--- src/rtl/timer_pkg.sv ---
// rtl/timer_pkg.sv - shared types and default sizes for the down-counting timer
//
// Purpose: timer FSM state encoding and default parameter values used by
//          down_counter_timer and tick_prescaler.
package timer_pkg;

    localparam int DEFAULT_WIDTH      = 8;
    localparam int DEFAULT_PRESCALE_W = 4;

    typedef enum logic [1:0] {
        IDLE    = 2'd0,
        RUN     = 2'd1,
        EXPIRED = 2'd2
    } timer_state_e;

endpackage

--- src/rtl/tick_prescaler.sv ---
// rtl/tick_prescaler.sv - divides enabled run cycles down to count ticks
//
// Purpose: emits one tick every prescale+1 cycles in which run_en is high.
// Ports:
//   clk      - clock, rising edge
//   rst_n    - asynchronous active-low reset
//   run_en   - advance the divider this cycle (timer running, enabled, no load)
//   clear    - restart the divider from zero (driven by the timer load strobe)
//   prescale - divider setting; a tick every prescale+1 advancing cycles
//   tick     - combinational tick for the current cycle
module tick_prescaler
    import timer_pkg::*;
#(
    parameter int PRESCALE_W = DEFAULT_PRESCALE_W
) (
    input  logic                  clk,
    input  logic                  rst_n,
    input  logic                  run_en,
    input  logic                  clear,
    input  logic [PRESCALE_W-1:0] prescale,
    output logic                  tick
);

    logic [PRESCALE_W-1:0] pc_q;
    logic [PRESCALE_W-1:0] pc_d;

    // Greater-or-equal rather than equality: if prescale is lowered below the
    // current phase, the next advancing cycle ticks instead of wrapping around.
    assign tick = run_en && (pc_q >= prescale);

    always_comb begin
        pc_d = pc_q;
        if (clear) begin
            pc_d = '0;
        end else if (tick) begin
            pc_d = '0;
        end else if (run_en) begin
            pc_d = pc_q + PRESCALE_W'(1);
        end
    end

    always_ff @(posedge clk or negedge rst_n) begin
        if (!rst_n) begin
            pc_q <= '0;
        end else begin
            pc_q <= pc_d;
        end
    end

endmodule

--- src/rtl/down_counter_timer.sv ---
// rtl/down_counter_timer.sv - loadable down-counting timer with prescaler and auto-reload
//
// Purpose: counts down from a loaded value, pulsing underflow on the tick that
//          finds the count at zero; reloads (periodic) or stops (one-shot).
// Ports:
//   clk        - clock, rising edge
//   rst_n      - asynchronous active-low reset
//   enable     - count permission; holds count and prescaler when low
//   load       - synchronous load strobe, highest priority after reset
//   load_value - value captured into count and the reload register on load
//   reload_en  - 1: reload on underflow and keep running; 0: stop (one-shot)
//   prescale   - one decrement every prescale+1 enabled running cycles
//   count      - current count, registered
//   underflow  - single-cycle registered pulse on a tick at count zero
//   busy       - high while running
module down_counter_timer
    import timer_pkg::*;
#(
    parameter int WIDTH      = DEFAULT_WIDTH,
    parameter int PRESCALE_W = DEFAULT_PRESCALE_W
) (
    input  logic                  clk,
    input  logic                  rst_n,
    input  logic                  enable,
    input  logic                  load,
    input  logic [WIDTH-1:0]      load_value,
    input  logic                  reload_en,
    input  logic [PRESCALE_W-1:0] prescale,
    output logic [WIDTH-1:0]      count,
    output logic                  underflow,
    output logic                  busy
);

    timer_state_e     state_q;
    timer_state_e     state_d;
    logic [WIDTH-1:0] count_q;
    logic [WIDTH-1:0] count_d;
    logic [WIDTH-1:0] reload_q;
    logic [WIDTH-1:0] reload_d;
    logic             underflow_q;
    logic             underflow_d;

    logic run_en;
    logic tick;

    // The divider only advances while running and not being loaded, so a load
    // can never coincide with a tick.
    assign run_en = (state_q == RUN) && enable && !load;

    tick_prescaler #(
        .PRESCALE_W (PRESCALE_W)
    ) u_prescaler (
        .clk      (clk),
        .rst_n    (rst_n),
        .run_en   (run_en),
        .clear    (load),
        .prescale (prescale),
        .tick     (tick)
    );

    always_comb begin
        state_d     = state_q;
        count_d     = count_q;
        reload_d    = reload_q;
        underflow_d = 1'b0;

        if (load) begin
            count_d  = load_value;
            reload_d = load_value;
            state_d  = RUN;
        end else if (tick) begin
            if (count_q != '0) begin
                count_d = count_q - WIDTH'(1);
            end else begin
                underflow_d = 1'b1;
                if (reload_en) begin
                    count_d = reload_q;
                end else begin
                    state_d = EXPIRED;
                end
            end
        end
    end

    always_ff @(posedge clk or negedge rst_n) begin
        if (!rst_n) begin
            state_q     <= IDLE;
            count_q     <= '0;
            reload_q    <= '0;
            underflow_q <= 1'b0;
        end else begin
            state_q     <= state_d;
            count_q     <= count_d;
            reload_q    <= reload_d;
            underflow_q <= underflow_d;
        end
    end

    assign count     = count_q;
    assign underflow = underflow_q;
    assign busy      = (state_q == RUN);

endmodule

--- config.mk ---
export PLATFORM = sky130hd
export DESIGN_NAME = down_counter_timer
export DESIGN_NICKNAME = d
export VERILOG_FILES = /design/src/rtl/timer_pkg.sv /design/src/rtl/tick_prescaler.sv /design/src/rtl/down_counter_timer.sv
export SDC_FILE = /design/constraint.sdc
export NUM_CORES = 1
export LEC_CHECK = 0
export BUFFER_PORTS_ARGS = -buffer_cell sky130_fd_sc_hd__buf_2
export CORE_MARGIN = 2
export CORE_UTILIZATION = 48
export DETAILED_ROUTE_END_ITERATION = 10
export PLACE_DENSITY_LB_ADDON = 0.25
export SLEW_MARGIN = 0
export SYNTH_ARGS = -nofsm -noshare
export SYNTH_HDL_FRONTEND = slang
export SYNTH_SLANG_ARGS = --single-unit
--- constraint.sdc ---
create_clock -name clk -period 2.1 [get_ports clk]
set_input_delay 0.105 -clock clk [delete_from_list [all_inputs] [get_ports clk]]
set_output_delay 0.105 -clock clk [all_outputs]
set_load 0.05 [all_outputs]
==> out/metrics.yaml, run 1 <==
grt:
  grt_pass1_wl_um: 4960
  grt_pass1_vias: 1085
  globalRouteOverflowTotal: 0
  grt_max_degree: 34
  grt_usage_pct: 19.3
  antenna_found_initial: 0
run_status:
  status: "finished, final reports clean"
cells_and_area:
  final_nets: 189
  layout-drive-gt1-share_pct: 36.0
  multiInputGateArea_um2: 739
  post-route-util_pct: 60.6
  fillCellCount: 237
  diodes: 0
  syn2layout_area_growth_pct: 22.1
  seq_area_um2: 578
drt:
  vias: 1103
  drtIter0Drc: 37
  via_per_inst: 5.66
  post_drt_wl_per_cell_um: 14.3
  drc: 0
  first_pass_iters: 4
  ant_nets: 0
  drt_wl_total_um: 2800
critical_path:
  end_kind: "flip-flop"
  required_ps: 2300
  cp_max_fo: 8
  worst_setup_path_start_kind: "flip-flop"
  worstPathArrival_ps: 2220
  max_stage_delay_ps: 480
  worst_path_max_delay_cell: "a2111o_1"
  worstPathCellList: "inv_1 -> ha_1 -> nand2b_4 -> a2111oi_4 -> a2111o_1 -> nor2b_4 -> a221o_1"
  critical_path_class: "reg2reg"
cts:
  clockRootBuffer: "clkbuf_4"
  htree_levels: 1
  cts_sinks: 23
  cts.clk_slew.worst_paths_ps: 130
  clk_latency_ps: 300
  cts_buffers: 3
  cts_buffer_depth: 2
  postCtsSetupRepairBufs: 0
  cts_tree: "done"
timing:
  hold_viol_final: 0
  fin_skew_ps: 2.96
  max_freq_mhz: 496
  rsz0062_at_grt: "true"
  final-setup-viol-count: 0
  hold_ws_ps: 15.7
  worst_pin_slew_ps: 613
  tns_ps: 0
  slew_headroom_pct: 59.1
  period_minus_slack_ps: 2020
  drv_slew: 0
  finalCritPeriodShare_pct: 96.1
pwr:
  p_leak_nw: 0.755
  switchingPower_uw: 344
  power_frac_seq_pct: 49.5
  p_clk_share_pct: 19.7
  p_int_uw: 685
  vdd.ir_drop.worst_mv: 0.440
  sw_frac_of_total_pct: 33.4
  p_per_area_mw_per_mm2: 632
  pwr-share-comb_pct: 30.8
floorplanning:
  rows: 19
  dieArea_mm2: 0.00322
  die_y_um: 56.7
  io_pins: 27
  initial_utilization_pct: 49.7
  die_w_um: 56.7
  fp.coreArea_mm2: 0.00269
synth:
  yosys-top-cells-area: "dfrtp_1, ha_1, mux2_2, a221o_1, a2111oi_0"
  syn_area_per_cell_um2: 10.3
  ys_warn_count: 0
  netlist_area_mm2: 0.00133
  ys_types: 39
  synth_cells: 129
  synth_top_area_cell: "dfrtp_1"
  synth_seq_area_share_pct: 43.2
  syn-num-nets: 153
  synth_seq_cells: 23
  synth.top_cell.area_share_pct: 43.2
placement:
  port_buffers: 26
  gp_congestion: 0.755
  dp.final_hpwl_um: 2000
job:
  maxCapViolCount: 0
hold_path:
  hold_class: "in2reg"
placed cells by master (no fill, tap or decap), types with 2 or more instances in the layout:
cell,instances
mux2_2,7
o211ai_1,2
nor2b_4,2
buf_2,26
nand2_1,7
xnor2_1,4
nor3_1,6
buf_4,10
o21a_1,2
dfrtp_1,21
clkbuf_4,3
o21ai_0,4
ha_1,6
nor2_1,10
and2_1,2
dfrtp_2,2
inv_1,6
a2111oi_0,3
a21oi_1,5
a221o_1,7
a2111oi_1,2
inv_2,2
xor2_1,2
what timing repair did:
item / in CTS / in global routing
hold buffers: 1 / 0
setup endpoints to repair: 7 / 11
endpoints found under the hold margin: 23 / 0
pin swaps: 1 / 6
gates resized for setup: 1 / 5
Yosys cell counts:
cell type / n
a2111o_1: 1
a2111oi_0: 5
a2111oi_1: 1
a21o_1: 1
a21oi_1: 5
a221o_1: 7
a311oi_1: 1
a31oi_1: 1
and2_1: 2
and2b_1: 1
and3_1: 1
and4b_1: 1
buf_2: 2
buf_6: 2
clkbuf_1: 2
dfrtp_1: 23
ha_1: 7
inv_1: 8
mux2_2: 7
nand2_1: 7
nand2b_1: 2
nand3_1: 1
nand4_1: 1
nor2_1: 10
nor2_2: 1
nor2b_1: 1
nor2b_2: 1
nor2b_4: 1
nor3_1: 6
nor3b_1: 1
nor4_1: 2
o211ai_1: 2
o21a_1: 2
o21ai_0: 4
or3b_1: 1
or3b_4: 1
or4_1: 1
xnor2_1: 4
xor2_1: 2
state kept, by name, summed over array words and instances, names as in the netlist:
| signal | cells |
|---|---|
| u_prescaler.pc_q | 4 |
| underflow | 1 |
| state_q | 2 |
| count | 8 |
| reload_q | 8 |
power groups by stage:
stage	logic, mW	registers, mW	clock network, mW
after global placement	0.295	0.515	0
after global routing	0.350	0.516	0.229
final	0.317	0.510	0.202
after detailed placement	0.299	0.517	0
after floorplan	0.141	0.577	0
after CTS	0.305	0.508	0.210
kinds of logic (layout without fill, tap and decap cells):
logic type / count (synthesis) / in the layout / synth area share (%)
AND/OR/NAND/NOR: 42 / 42 / 17.7
AO/OA/AOI/OAI: 30 / 30 / 17.4
flip-flops: 23 / 23 / 43.2
buffers and inverters: 14 / 49 / 5.25
adder cells (fa/ha/maj): 7 / 7 / 6.57
multiplexers: 7 / 7 / 5.91
XOR/XNOR: 6 / 6 / 3.94
final cells by class:
type | count | area share [%]
clock inverters | 1 | 0.307
multi-input cells | 92 | 45.4
clock buffers | 3 | 1.38
inverters | 8 | 1.84
flip-flops and latches | 23 | 35.5
repair buffers | 37 | 13.2
well taps | 31 | 2.38
worst max-delay path, delay by kind of cell, from the launching register on:
kind | cells | cell delay, ps
compound gates | 3 | 900
fa+ha+maj | 1 | 260
buf+inv | 1 | 40
flops | 1 | 370
simple gates | 2 | 330
path summary, 6_finish.rpt:
path,from,end,slack (ps),cells past startpoint
worst max-delay path,u_prescaler.pc_q[0],count[2],80,7
worst min-delay path,load_value[7],reload_q[7],20,3
worst max register to register,u_prescaler.pc_q[0],count[2],80,7
worst min register to register,state_q[0],state_q[0],500,1
max in group asynchronous,rst_n,count[1],1450,2
min in group asynchronous,rst_n,reload_q[2],290,2
through the flow:
stage	cell area (um^2)	setup slack [ps]	std cells	total power, mW
global placement	1560	-7.53	190	0.810
CTS	1600	9.21	195	1.02
finish	1630	82.7	195	1.03
detailed placement	1560	-39.6	190	0.816
global route	1630	-42.1	195	1.09
floorplan	1350	-73.5	129	0.718
metal layers:
| metal | track usage [%] | wire length, um |
|---|---|---|
| met5 | 0 | 0 |
| met4 | 5.10 | 17 |
| met3 | 3.00 | 146 |
| met2 | 31.2 | 1320 |
| met1 | 26.9 | 1310 |
Note: power is estimated with default switching activity, not from simulation.
==> inputs of run 2 (changes only) <==
--- a/config.mk
+++ b/config.mk
@@ -10,6 +10,7 @@
 export CORE_UTILIZATION = 48
 export DETAILED_ROUTE_END_ITERATION = 10
 export PLACE_DENSITY_LB_ADDON = 0.25
+export SETUP_SLACK_MARGIN = 0.5
 export SLEW_MARGIN = 0
 export SYNTH_ARGS = -nofsm -noshare
 export SYNTH_HDL_FRONTEND = slang
==> constraint.sdc (replaced) <==
create_clock -name clk -period 1.85 [get_ports clk]
set_input_delay 0.0925 -clock clk [delete_from_list [all_inputs] [get_ports clk]]
set_output_delay 0.0925 -clock clk [all_outputs]
set_load 0.05 [all_outputs]
==> run 2 against run 1 <==
Worst setup slack worse by 290 ps. Critical path type unchanged. Final cell count increased by 9.2%. Highest routed layer unchanged. The flow now finishes with violations (setup timing). Critical path depth unchanged. Total power up 23%. Non-clock buffer count rose by 18. Sequential power increased by 12%. Via count up 11%. Cell area is 10% higher. Flip-flop and latch count did not move. Core utilization up 6.2 points. Clock skew hardly changed. Largest cell class unchanged.
==> out/metrics.yaml, run 2 (synthesis gave the netlist of run 1 again) <==
timing:
  fin_skew_ps: 3.37
  finalCritPeriodShare_pct: 111
  worst_slack_ps: -203
  final-setup-viol-count: 8
  drv_slew: 0
  rsz0062_at_grt: "true"
  max_freq_mhz: 487
  hold_viol_final: 0
  slew_headroom_pct: 58.6
  tns_ps: -1370
  worst_pin_slew_ps: 621
  period_minus_slack_ps: 2050
drt:
  post_drt_wl_per_cell_um: 15.6
  ant_nets: 0
  drtIter0Drc: 32
  drt_wl_total_um: 3320
  first_pass_iters: 4
  drc: 0
  via_per_inst: 5.73
  vias: 1221
hold_path:
  whs_endpoint: "reload_q[3]"
  hold_class: "in2reg"
  holdCritStartpoint: "load_value[3]"
  min_path_cells: 2
cells_and_area:
  fin_area_mm2: 0.00180
  seq_area_um2: 579
  syn2layout_area_growth_pct: 34.7
  final_cell_mix: "buf_2, buf_4, dfrtp_1"
  diodes: 0
  final_nets: 207
  fillCellCount: 240
  layout_commonest_cell: "buf_2"
  instances_no_fill: 213
  layout-drive-gt1-share_pct: 44.0
  multiInputGateArea_um2: 763
placement:
  dp.final_hpwl_um: 2380
  dpl_cell_area_mm2: 0.00169
  dp_cells: 204
  gp_congestion: 0.816
  port_buffers: 26
critical_path:
  worst_setup_path_start_kind: "flip-flop"
  required_ps: 2080
  end_kind: "flip-flop"
  reg2reg_to: "count[3]"
  critical_path_class: "reg2reg"
  cp_max_fo: 8
  worstPathArrival_ps: 2280
  reg2reg_from: "count[0]"
  r2r_setup_slack_ps: -200
  reg2reg_depth: 7
pwr:
  p_leak_nw: 0.843
  vdd.ir_drop.worst_mv: 0.510
  pwr-share-comb_pct: 34.3
  power_frac_seq_pct: 45.2
  switchingPower_uw: 438
  p_per_area_mw_per_mm2: 702
  sw_frac_of_total_pct: 34.7
  total_power_mw: 1.26
  p_clk_share_pct: 20.5
  p_int_uw: 824
cts:
  cts_tree: "done"
  clockRootBuffer: "clkbuf_4"
  clk_latency_ps: 330
  cts_sinks: 23
  htree_levels: 1
  cts.clk_slew.worst_paths_ps: 140
  cts_buffers: 3
  cts_buffer_depth: 2
run_status:
  status: "finished with violations"
  violations: "setup timing"
grt:
  grt_max_degree: 34
  antenna_found_initial: 0
  grt_pass1_wl_um: 5370
  grt_usage_pct: 21.5
  globalRouteOverflowTotal: 0
  grt_pass1_vias: 1207
floorplanning:
  die_y_um: 56.7
  io_pins: 27
  rows: 19
  die_w_um: 56.7
  initial_utilization_pct: 49.7
  dieArea_mm2: 0.00322
  fp.coreArea_mm2: 0.00269
job:
  maxCapViolCount: 0
-- run 2: how the worst max path moves through the flow --
stage	start	endpoint	cells after the start
finish	count[0]	count[3]	7
global route	u_prescaler.pc_q[2]	count[3]	6
CTS	count[0]	count[3]	7
detailed placement	u_prescaler.pc_q[0]	count[5]	7
global placement	u_prescaler.pc_q[0]	count[5]	7
floorplan	count[1]	count[5]	8
-- run 2: power groups by stage --
stage | clock network, mW | logic [mW] | registers (mW)
global route | 0.270 | 0.469 | 0.574
CTS | 0.256 | 0.423 | 0.569
detailed placement | 0 | 0.409 | 0.579
floorplan | 0 | 0.178 | 0.655
global placement | 0 | 0.396 | 0.575
finish | 0.259 | 0.433 | 0.570
-- run 2: stage by stage --
step	setup slack, ps	utilization (%)	hold WS, ps
final	-203	66.9	4.00
after global routing	-295	66.9	4.19
after CTS	-152	66.0	2.71
after detailed placement	-166	63.1	102
after global placement	-104	63.1	93.7
after floorplan	-324	-	-203
-- run 2: layer usage --
layer | track usage (%) | up-vias | share of wire, %
met3 | 3.00 | 4 | 4.5
met5 | 0 | - | 0
met4 | 8.50 | 0 | 0.87
met2 | 36.7 | 31 | 50
li1 | - | 579 | -
met1 | 27.2 | 607 | 44
-- run 2: final cells by class --
cell class	instances	share of cell area, %
clock buffer	4	1.46
inverter	8	1.67
multi-input combinational	92	42.5
sequential	23	32.2
tap	31	2.16
timing repair buffer	55	20.0
-- run 2: critical path, cell delays in order, from the launching register on --
cell and delay (ps):
dfrtp_2 400, inv_2 50, ha_4 150, or3b_4 230
nor2_2 30, a2111o_1 510, nor2b_4 220, a221o_1 350
-- run 2: timing repair --
action,4_1_cts,5_1_grt
gates resized for setup,3,6
pin swaps,11,3
hold buffers,3,0
hold endpoints to repair,25,0
endpoints found under the setup margin,15,15
setup buffers,1,1
==> inputs of run 3 (changes only) <==
--- a/config.mk
+++ b/config.mk
@@ -7,11 +7,12 @@
 export LEC_CHECK = 0
 export BUFFER_PORTS_ARGS = -buffer_cell sky130_fd_sc_hd__buf_2
 export CORE_MARGIN = 2
-export CORE_UTILIZATION = 48
+export CORE_UTILIZATION = 49
 export DETAILED_ROUTE_END_ITERATION = 10
 export PLACE_DENSITY_LB_ADDON = 0.25
 export SETUP_SLACK_MARGIN = 0.5
 export SLEW_MARGIN = 0
 export SYNTH_ARGS = -nofsm -noshare
 export SYNTH_HDL_FRONTEND = slang
+export SYNTH_HIERARCHICAL = 1
 export SYNTH_SLANG_ARGS = --single-unit
==> run 3 against run 2 <==
The run still ends with setup timing left. Combinational power down 7.2%. Total power shrank 3.8%. Worst setup slack worse by 10 ps. Critical path type unchanged. Largest cell class unchanged. Highest routed layer unchanged.
==> out/metrics.yaml, run 3 <==
hold_path:
  holdCritStartpoint: "load_value[7]"
  whs_endpoint: "reload_q[7]"
  hold_class: "in2reg"
  min_path_cells: 3
critical_path:
  r2r_setup_slack_ps: -210
  reg2reg_depth: 9
  reg2reg_from: "u_prescaler/pc_q[0]"
  required_ps: 2110
  cp_max_fo: 4
  worst_setup_path_start_kind: "flip-flop"
  reg2reg_to: "count[2]"
  worstPathArrival_ps: 2320
  end_kind: "flip-flop"
  critical_path_class: "reg2reg"
grt:
  antenna_found_initial: 0
  grt_pass1_wl_um: 6320
  globalRouteOverflowTotal: 0
  grt_usage_pct: 24.4
  grt_max_degree: 34
  grt_pass1_vias: 1421
synth:
  synth_seq_area_share_pct: 40.6
  ys_warn_count: 6
  synth_seq_cells: 23
  synthTopCellsByCount: "dfrtp_1, inv_1, a21oi_1"
  synth.top_cell.area_share_pct: 40.6
  yosys-top-cells-area: "dfrtp_1, ha_1, a21oi_1, inv_1, o21ai_0"
  syn_area_per_cell_um2: 9.32
  yosysMostFrequentCell: "dfrtp_1"
  ys_types: 44
  netlist_area_mm2: 0.00142
  ys_dominant_reg_cell: "dfrtp_1"
  async_flop_share_pct: 100
  synth_top_area_cell: "dfrtp_1"
  syn-num-nets: 176
  synth-edff-count: 0
  synth_cells: 152
cells_and_area:
  syn2layout_area_growth_pct: 40.5
  diodes: 0
  final_cell_mix: "buf_4, buf_2, dfrtp_1"
  post-route-util_pct: 72.2
  instances_no_fill: 242
  layout_commonest_cell: "buf_4"
  layout-drive-gt1-share_pct: 45.0
  fillCellCount: 225
  final_nets: 236
floorplanning:
  dieArea_mm2: 0.00334
  fp.coreArea_mm2: 0.00276
  die_y_um: 57.8
  die_w_um: 57.8
  rows: 19
  io_pins: 27
  initial_utilization_pct: 51.4
cts:
  cts.clk_slew.worst_paths_ps: 130
  cts_sinks: 23
  clockRootBuffer: "clkbuf_4"
  htree_levels: 1
  clk_latency_ps: 310
  cts_tree: "done"
  cts_buffer_depth: 2
  cts_buffers: 3
drt:
  drtIter0Drc: 33
  drc: 0
  via_per_inst: 5.68
  first_pass_iters: 4
  drt_wl_total_um: 3730
  vias: 1375
  ant_nets: 0
  post_drt_wl_per_cell_um: 15.4
timing:
  final-setup-viol-count: 13
  finalCritPeriodShare_pct: 112
  fin_skew_ps: 4.83
  drv_slew: 0
  hold_ws_ps: 3.12
  period_minus_slack_ps: 2060
  rsz0062_at_grt: "true"
  slew_headroom_pct: 64.8
  hold_viol_final: 0
  worst_pin_slew_ps: 528
  max_freq_mhz: 485
  worst_slack_ps: -213
pwr:
  vdd.ir_drop.worst_mv: 0.509
  p_per_area_mw_per_mm2: 610
  p_leak_nw: 0.902
run_status:
  violations: "setup timing"
  status: "finished with violations"
placement:
  dp_cells: 229
  dp.final_hpwl_um: 2640
  gp_congestion: 0.831
  port_buffers: 26
job:
  maxCapViolCount: 0
-- run 3: how the worst max path moves through the flow --
stage	depth (start not counted)	from	endpoint
6_report	9	u_prescaler/pc_q[0]	count[2]
5_1_grt	9	u_prescaler/pc_q[0]	count[2]
4_1_cts	8	u_prescaler/pc_q[0]	count[7]
3_5_place_dp	8	u_prescaler/pc_q[0]	count[7]
3_3_place_gp	8	u_prescaler/pc_q[0]	count[7]
2_1_floorplan	7	state_q[1]	count[7]
-- run 3: layer usage --
layer / GRT usage, % / part of all wire [%] / up-vias
li1: - / - / 673
met2: 39.8 / 48 / 40
met1: 32.9 / 45 / 653
met5: 0 / 0 / -
met4: 9.63 / 1.8 / 0
met3: 3.35 / 5.0 / 9
-- run 3: what timing repair did --
action / CTS / global route
hold buffers: 4 / 0
hold endpoints to repair: 27 / 0
gates resized for setup: 11 / 8
setup buffers: 3 / 2
endpoints found under the setup margin: 15 / 15
pin swaps: 11 / 9
-- run 3: stage by stage --
step	instance area [um^2]	setup slack [ps]	TNS [ps]	power, mW
after detailed placement	1810	-220	-797	0.944
after CTS	1950	-151	-651	1.21
final	1990	-213	-1220	1.21
after global routing	1990	-282	-2230	1.28
after floorplan	1490	-258	-833	0.807
after global placement	1810	-135	-415	0.933
-- run 3: logic make-up after synthesis --
logic type | count (synthesis) | synth area share, %
AND/OR/NAND/NOR | 47 | 19.0
buffers and inverters | 22 | 5.83
AO/OA/AOI/OAI | 46 | 23.1
XOR/XNOR | 1 | 0.618
flip-flops | 23 | 40.6
multiplexers | 6 | 4.59
adder cells (fa/ha/maj) | 7 | 6.18
-- run 3: power breakdown --
group	leakage (nW)	switching, mW	internal, mW
Sequential	0.278	0.0339	0.541
Combinational	0.609	0.230	0.172
Clock	0.0150	0.153	0.0843
Total	0.902	0.417	0.797
-- run 3: area by class of cell --
cell class	instances	area, um^2	area share, %
Multi-Input combinational cell	107	875	43.9
Inverter	17	63.8	3.21
Timing Repair Buffer	60	407	20.4
Tap cell	31	38.8	1.95
Clock buffer	4	26.3	1.32
Sequential cell	23	581	29.2
-- run 3: critical path: stages, from the launching register on --
cell,delay (ps)
dfrtp_1,410
inv_2,80
ha_4,190
nand2b_4,140
a2111oi_4,400
nor3b_2,130
buf_4,170
o31a_1,150
o211a_1,240
a21oi_2,90
